## src/rtl/button_debouncer.sv

```systemverilog
// Push-button front end: synchronises rawbtn into uclock, debounces it into
// btnlevel and emits one-cycle press/release strobes on accepted transitions.
module button_debouncer #(
  parameter int unsigned SYNC_STAGES     = 2,
  parameter int unsigned DEBOUNCE_CYCLES = 500000,
  parameter int unsigned CNT_W           = 20
) (
  input  logic uclock,
  input  logic nreset,
  input  logic rawbtn,
  output logic btnlevel,
  output logic btnpress,
  output logic btnrelease
);

  typedef enum logic [1:0] {
    IDLE_LO = 2'd0,
    WAIT_HI = 2'd1,
    IDLE_HI = 2'd2,
    WAIT_LO = 2'd3
  } state_t;

  localparam logic [CNT_W-1:0] CNT_LAST = CNT_W'(DEBOUNCE_CYCLES - 1);

  logic [SYNC_STAGES-1:0] sync;
  logic                   s;
  state_t                 state, state_n;
  logic [CNT_W-1:0]       cnt, cnt_n;
  logic                   level_n, press_n, release_n;

  assign s = sync[SYNC_STAGES-1];

  always_ff @(posedge uclock or negedge nreset) begin
    if (!nreset) begin
      sync       <= '0;
      state      <= IDLE_LO;
      cnt        <= '0;
      btnlevel   <= 1'b0;
      btnpress   <= 1'b0;
      btnrelease <= 1'b0;
    end else begin
      sync       <= {sync[SYNC_STAGES-2:0], rawbtn};
      state      <= state_n;
      cnt        <= cnt_n;
      btnlevel   <= level_n;
      btnpress   <= press_n;
      btnrelease <= release_n;
    end
  end

  // Any opposite-level sample in a WAIT state drops back to IDLE, so the
  // next entry restarts the full interval from zero.
  always_comb begin
    state_n   = state;
    cnt_n     = cnt;
    level_n   = btnlevel;
    press_n   = 1'b0;
    release_n = 1'b0;
    case (state)
      IDLE_LO: begin
        if (s) begin
          state_n = WAIT_HI;
          cnt_n   = '0;
        end
      end
      WAIT_HI: begin
        if (!s) begin
          state_n = IDLE_LO;
        end else if (cnt == CNT_LAST) begin
          state_n = IDLE_HI;
          level_n = 1'b1;
          press_n = 1'b1;
        end else begin
          cnt_n = cnt + CNT_W'(1);
        end
      end
      IDLE_HI: begin
        if (!s) begin
          state_n = WAIT_LO;
          cnt_n   = '0;
        end
      end
      WAIT_LO: begin
        if (s) begin
          state_n = IDLE_HI;
        end else if (cnt == CNT_LAST) begin
          state_n   = IDLE_LO;
          level_n   = 1'b0;
          release_n = 1'b1;
        end else begin
          cnt_n = cnt + CNT_W'(1);
        end
      end
      default: begin
        state_n = IDLE_LO;
        cnt_n   = '0;
        level_n = 1'b0;
      end
    endcase
  end

endmodule

```

## config.mk

```make
export PLATFORM = sky130hd
export DESIGN_NAME = button_debouncer
export DESIGN_NICKNAME = d
export VERILOG_FILES = /design/src/rtl/button_debouncer.sv
export SDC_FILE = /design/constraint.sdc
export NUM_CORES = 1
export LEC_CHECK = 0
export BUFFER_PORTS_ARGS = -buffer_cell sky130_fd_sc_hd__buf_2
export CORE_MARGIN = 4
export CORE_UTILIZATION = 63
export CTS_BUF_LIST = sky130_fd_sc_hd__clkbuf_4
export CTS_CLUSTER_DIAMETER = 40
export DETAILED_ROUTE_END_ITERATION = 10
export HOLD_SLACK_MARGIN = 0.1
export PLACE_DENSITY = 0.88
export SYNTH_ARGS = -nofsm -noshare
export SYNTH_HDL_FRONTEND = slang
export SYNTH_SLANG_ARGS = --single-unit
```

## constraint.sdc

```tcl
create_clock -name uclock -period 2.4 [get_ports uclock]
set_clock_uncertainty 0.2 [all_clocks]
set_input_delay 0 -clock uclock [delete_from_list [all_inputs] [get_ports uclock]]
set_output_delay 0 -clock uclock [all_outputs]
set_load 0.1 [all_outputs]
```

# After elaboration in Yosys (flattened, before gate mapping)
# Cells that the tools add are included.
dict set report word_totals {
  input_bits 3
  wordCells 47
  reg_bits 27
  output_inout_bits 3
}
dict set report classes {
  add_sub_neg 1
  n_mux 23
  eq_ne 12
  n_reduce_logical 5
}
# op n
set op_table {}
lappend op_table {{$mux 20} 5}
lappend op_table {{$pmux 20 s4} 1}
lappend op_table {{$add 20x1->20 const B} 1}
lappend op_table {{$eq 20x19->1 const B} 1}
lappend op_table {{$mux 2} 6}
lappend op_table {{$ne 2x2->1 const B} 6}
lappend op_table {{$mux 1} 9}
lappend op_table {{$pmux 2 s4} 1}
lappend op_table {{$reduce_and 4->1} 2}
lappend op_table {{$ne 3x3->1 const B} 2}
lappend op_table {{$reduce_and 5->1} 1}
lappend op_table {{$eq 2x2->1 const B} 2}
lappend op_table {{$eq 2x1->1 const B} 1}
lappend op_table {{$logic_not 2->1} 1}
lappend op_table {{$pmux 1 s2} 1}
lappend op_table {{$reduce_bool 2->1} 1}

# Depth between registers and ports, before layout
dict set report logic_depth {
  word_depth 4
  ltp_mapped 6
  depth_no_buf 5
}

# Least setup slack after synthesis
# No wires, ideal clock.
dict set report synth_path {
  kind {register to register}
  from {register cnt[11]}
  to {register cnt[0]}
  synth_period_minus_slack_ns 2.026
  setup_time_ns 0.125
  stages_incl_launch_ff 7
  arrival_ns 1.701
  path_slack_ns 0.374
  path_cell_list {dfrtp_1 > buf_6 > and4bb_1 > nand4_1 > o41ai_2 > inv_2 > mux2_4}
}
dict set report synth_between {
  elab_chain_cells 4
}
# element line
set synth_rtl {}
lappend synth_rtl {{start: declaration} 28} ;# logic [CNT_W-1:0] cnt, cnt_n;
lappend synth_rtl {{start signal: assignment} 44} ;# cnt <= cnt_n;
lappend synth_rtl {{$eq 20x19->1 (*)} {69, 86}}
lappend synth_rtl {{$mux 20 (*)} n/a}
lappend synth_rtl {{$mux 20, on equally long branches} n/a}
lappend synth_rtl {{$pmux 20 s4 (*)} n/a}
# Every way passes the cells marked *; elsewhere a longest branch is shown, timed or not. The select of a mux whose other input is x is not followed.
# A chain may end at the register's enable or synchronous reset.

# Final worst setup path
dict set report layout_path {
  from {register cnt[12]}
  to {register cnt[0]}
}
# The elaborated chain is that of the path after synthesis.

==> results.yml <==
worst_setup_path:
  critPathMaxFanout: 8
  timing_worst_setup_path_type: "reg2reg"
  arrival_time_at_the_worst_endpoint_ns: 2.27
  critPathLaunchType: "register"
  worst_setup_path_end_kind: "register"
  worst_endpoint_required_time_ns: 2.44
logic_synthesis:
  synthArstFlopShare_pct: 100
  yosysWarningCount: 0
  synth_edf_count: 0
  syn_inst: 161
  syn_nets: 165
  yosysSeqAreaShare_pct: 44.8
  syn_avg_cell_area_um2: 9.37
  ys_dominant_reg_cell: "dfrtp_1"
  synth_seq_cells: 27
  synthesis.area_um2: 1510
  synthDistinctLibCells: 44
grt:
  met1_resource_use_gr_pct: 32.9
  grt.met3_usage_pct: 3.39
  globalRouteTotalUtil_pct: 24.2
  gr-usage-met2_pct: 39.2
  grt_pass1_wl_um: 6270
  global_route.peak_usage_layer: "met2"
  grt_pass1_vias: 1355
  grt_antenna_before_repair: 0
  grt_total_ovfl: 0
  grt_max_degree: 28
floorplan:
  die_height_um: 56.9
  fp.dieArea_um2: 3240
  io_pins: 6
  floorplan.initialDensity_pct: 66.9
  die_x_um: 56.9
  fp-row-count: 17
  core-area_um2: 2250
timing:
  period_needed_ns: 2.22
  final_max_slew_viol_count: 0
  maxSlewHeadroom_pct: 67.7
  postLayoutSetupSlackWorst_ns: 0.178
  timing.fmax_mhz: 450
  timing.final.setup_violations: 0
  setup-tns-final_ns: 0
  tightest_slew_ns: 0.488
  grt_setup_unrepaired: "no"
  fin_crit_sh_pct: 92.6
  finalHoldViolCount: 0
placed_design:
  post-place-ws_ns: 0.203
  globalplace.congestion: 1.00
  port_buffers: 5
  post-dp-hpwl_um: 2530
pwr:
  swShare_pct: 29.1
  p_seq_share_pct: 63.2
  p_per_area_nw_per_um2: 496
  leakagePower_uw: 0.000719
  power_frac_clock_pct: 25.2
  total_switching_power_uw: 240
  internal_power_consumption_uw: 584
  max-vdd-ir-drop_mv: 0.528
  comb_power_share_pct: 11.6
clocking:
  post_cts.resized_instances: 0
  cts_setup_buffers: 0
  cts_tree: "yes"
  clk-insertion-delay-late_ns: 0.34
  cell_chosen_for_the_clock_root: "clkbuf_4"
  cts_made_buffers: 3
  cts_hold_repair.buffers: 4
  ctsHtreeMaxLevel: 1
  clockBufferDepth: 2
  path_clk_slew_ns: 0.16
  cts.sinks: 27
drt:
  drt.antenna.violating_nets: 0
  dr.first_iter.drc_count: 94
  drt_drc_violations_left: 0
  vias_per_cell: 6.98
  vias: 1402
  detail_route.wirelength_um: 3630
  post_drt_wl_per_cell_um: 18.1
  detail_route.first_pass.iterations: 4
layout:
  drive_above_1_share_pct: 13.3
  syn_to_final_growth_pct: 10.0
  finish.net_count: 178
  fillCellCount: 172
  antenna_cells_inserted: 0
flow_run:
  max_cap_viol_count: 0
min_path:
  worstHoldPathType: "in2reg"
outcome:
  status: "finished clean"
[routing by layer]
metal / part of all wire (%) / vias up
met5: 0 / -
met4: 1.6 / 0
met3: 9.0 / 8
met2: 48 / 79
met1: 42 / 683
li1: - / 632
[cell usage in the layout (no fill, tap or decap), drive strengths merged, types with 2 or more instances in the layout]
| master | instances |
|---|---|
| dlygate4sd3 | 3 |
| a31oi | 6 |
| o41ai | 4 |
| nor3 | 11 |
| a21o | 2 |
| inv | 11 |
| o21ai | 6 |
| and3 | 3 |
| a22o | 3 |
| clkbuf | 3 |
| a221o | 2 |
| buf | 13 |
| or4 | 2 |
| nand4 | 8 |
| a211o | 2 |
| nand2 | 17 |
| mux2i | 7 |
| dfrtp | 27 |
| nor4 | 6 |
| nor2 | 9 |
| or2 | 2 |
| nand3 | 6 |
| o22ai | 2 |
[worst max-delay path, cell delays in order, from the launching register on]
cell     delay (ns)
dfrtp_1        0.48
nor4_1         0.28
nand4_1        0.21
o41ai_2        0.47
inv_2          0.17
mux2_4         0.33
[through the flow]
step / hold slack [ns] / instance area [um^2] / total power, uW / util [%] / cells
after detailed placement: -0.160 / 1580 / 612 / 70.1 / 193
after CTS: 0.125 / 1660 / 820 / 73.6 / 201
after floorplan: -0.496 / 1510 / 582 / - / 161
after global routing: 0.139 / 1660 / 859 / 73.6 / 201
after global placement: -0.172 / 1580 / 604 / 70.1 / 193
final: 0.130 / 1660 / 824 / 73.6 / 201
[synth_stat cells (3+ instances only)]
master    count  share of area [%]
a22o_1        3                1.7
a31oi_1       6                2.5
and3_1        3                1.2
buf_2         3               0.99
clkbuf_1      4               0.99
dfrtp_1      27                 45
inv_1        10                2.5
mux2i_1       7                4.6
nand2_1      17                4.2
nand3_1       6                2.0
nand4_1       7                2.9
nor2_1        9                2.2
nor3_1       11                3.6
nor4_1        6                2.5
o21ai_0       3               0.99
o21ai_1       3               0.99
o41ai_1       3                1.7
[final cells by class]
cell class / instances / area (um^2) / share of cell area [%]
well taps: 28 / 35.0 / 2.11
clock inverters: 1 / 7.51 / 0.452
multi-input cells: 115 / 751 / 45.2
clock buffers: 3 / 22.5 / 1.36
flip-flops and latches: 27 / 676 / 40.7
inverters: 11 / 41.3 / 2.49
repair buffers: 16 / 128 / 7.69
[flip-flops by register name, summed over array words and instances (netlist names), named ones only]
signal	cells
cnt	20
sync	2
btnlevel	1
btnpress	1
btnrelease	1
state	1
[cell families (layout without fill, tap and decap cells)]
group | Yosys count | count (layout) | share of synthesized area [%]
AOI/OAI and AO/OA | 35 | 35 | 18.0
xor gates and xnor gates | 2 | 2 | 1.16
adders and majority gates | 1 | 1 | 0.829
buffers and inverters | 19 | 31 | 5.47
DFF | 27 | 27 | 44.8
muxes | 8 | 8 | 5.64
and+or+nand+nor | 69 | 69 | 24.1
[power by group through the flow]
stage | registers, uW | logic [uW] | clock network (uW)
2_1_floorplan | 494 | 87.8 | 0
3_3_place_gp | 523 | 81.5 | 0
3_5_place_dp | 526 | 86.0 | 0
4_1_cts | 518 | 94.9 | 207
5_1_grt | 523 | 106 | 230
6_report | 521 | 95.8 | 207
[final timing paths]
kind | cells past startpoint | slack, ns | from | end
worst max-delay path | 5 | 0.18 | cnt[12]$_DFFE_PN0P_ | cnt[0]$_DFFE_PN0P_
worst min-delay path | 2 | 0.13 | rawbtn | sync[0]$_DFF_PN0_
worst max register to register | 5 | 0.18 | cnt[12]$_DFFE_PN0P_ | cnt[0]$_DFFE_PN0P_
worst min register to register | 0 | 0.18 | sync[0]$_DFF_PN0_ | sync[1]$_DFF_PN0_
max in group asynchronous | 4 | 1.37 | nreset | sync[0]$_DFF_PN0_
min in group asynchronous | 4 | 0.45 | nreset | cnt[17]$_DFFE_PN0P_
Note: power is estimated with default switching activity, not from simulation.
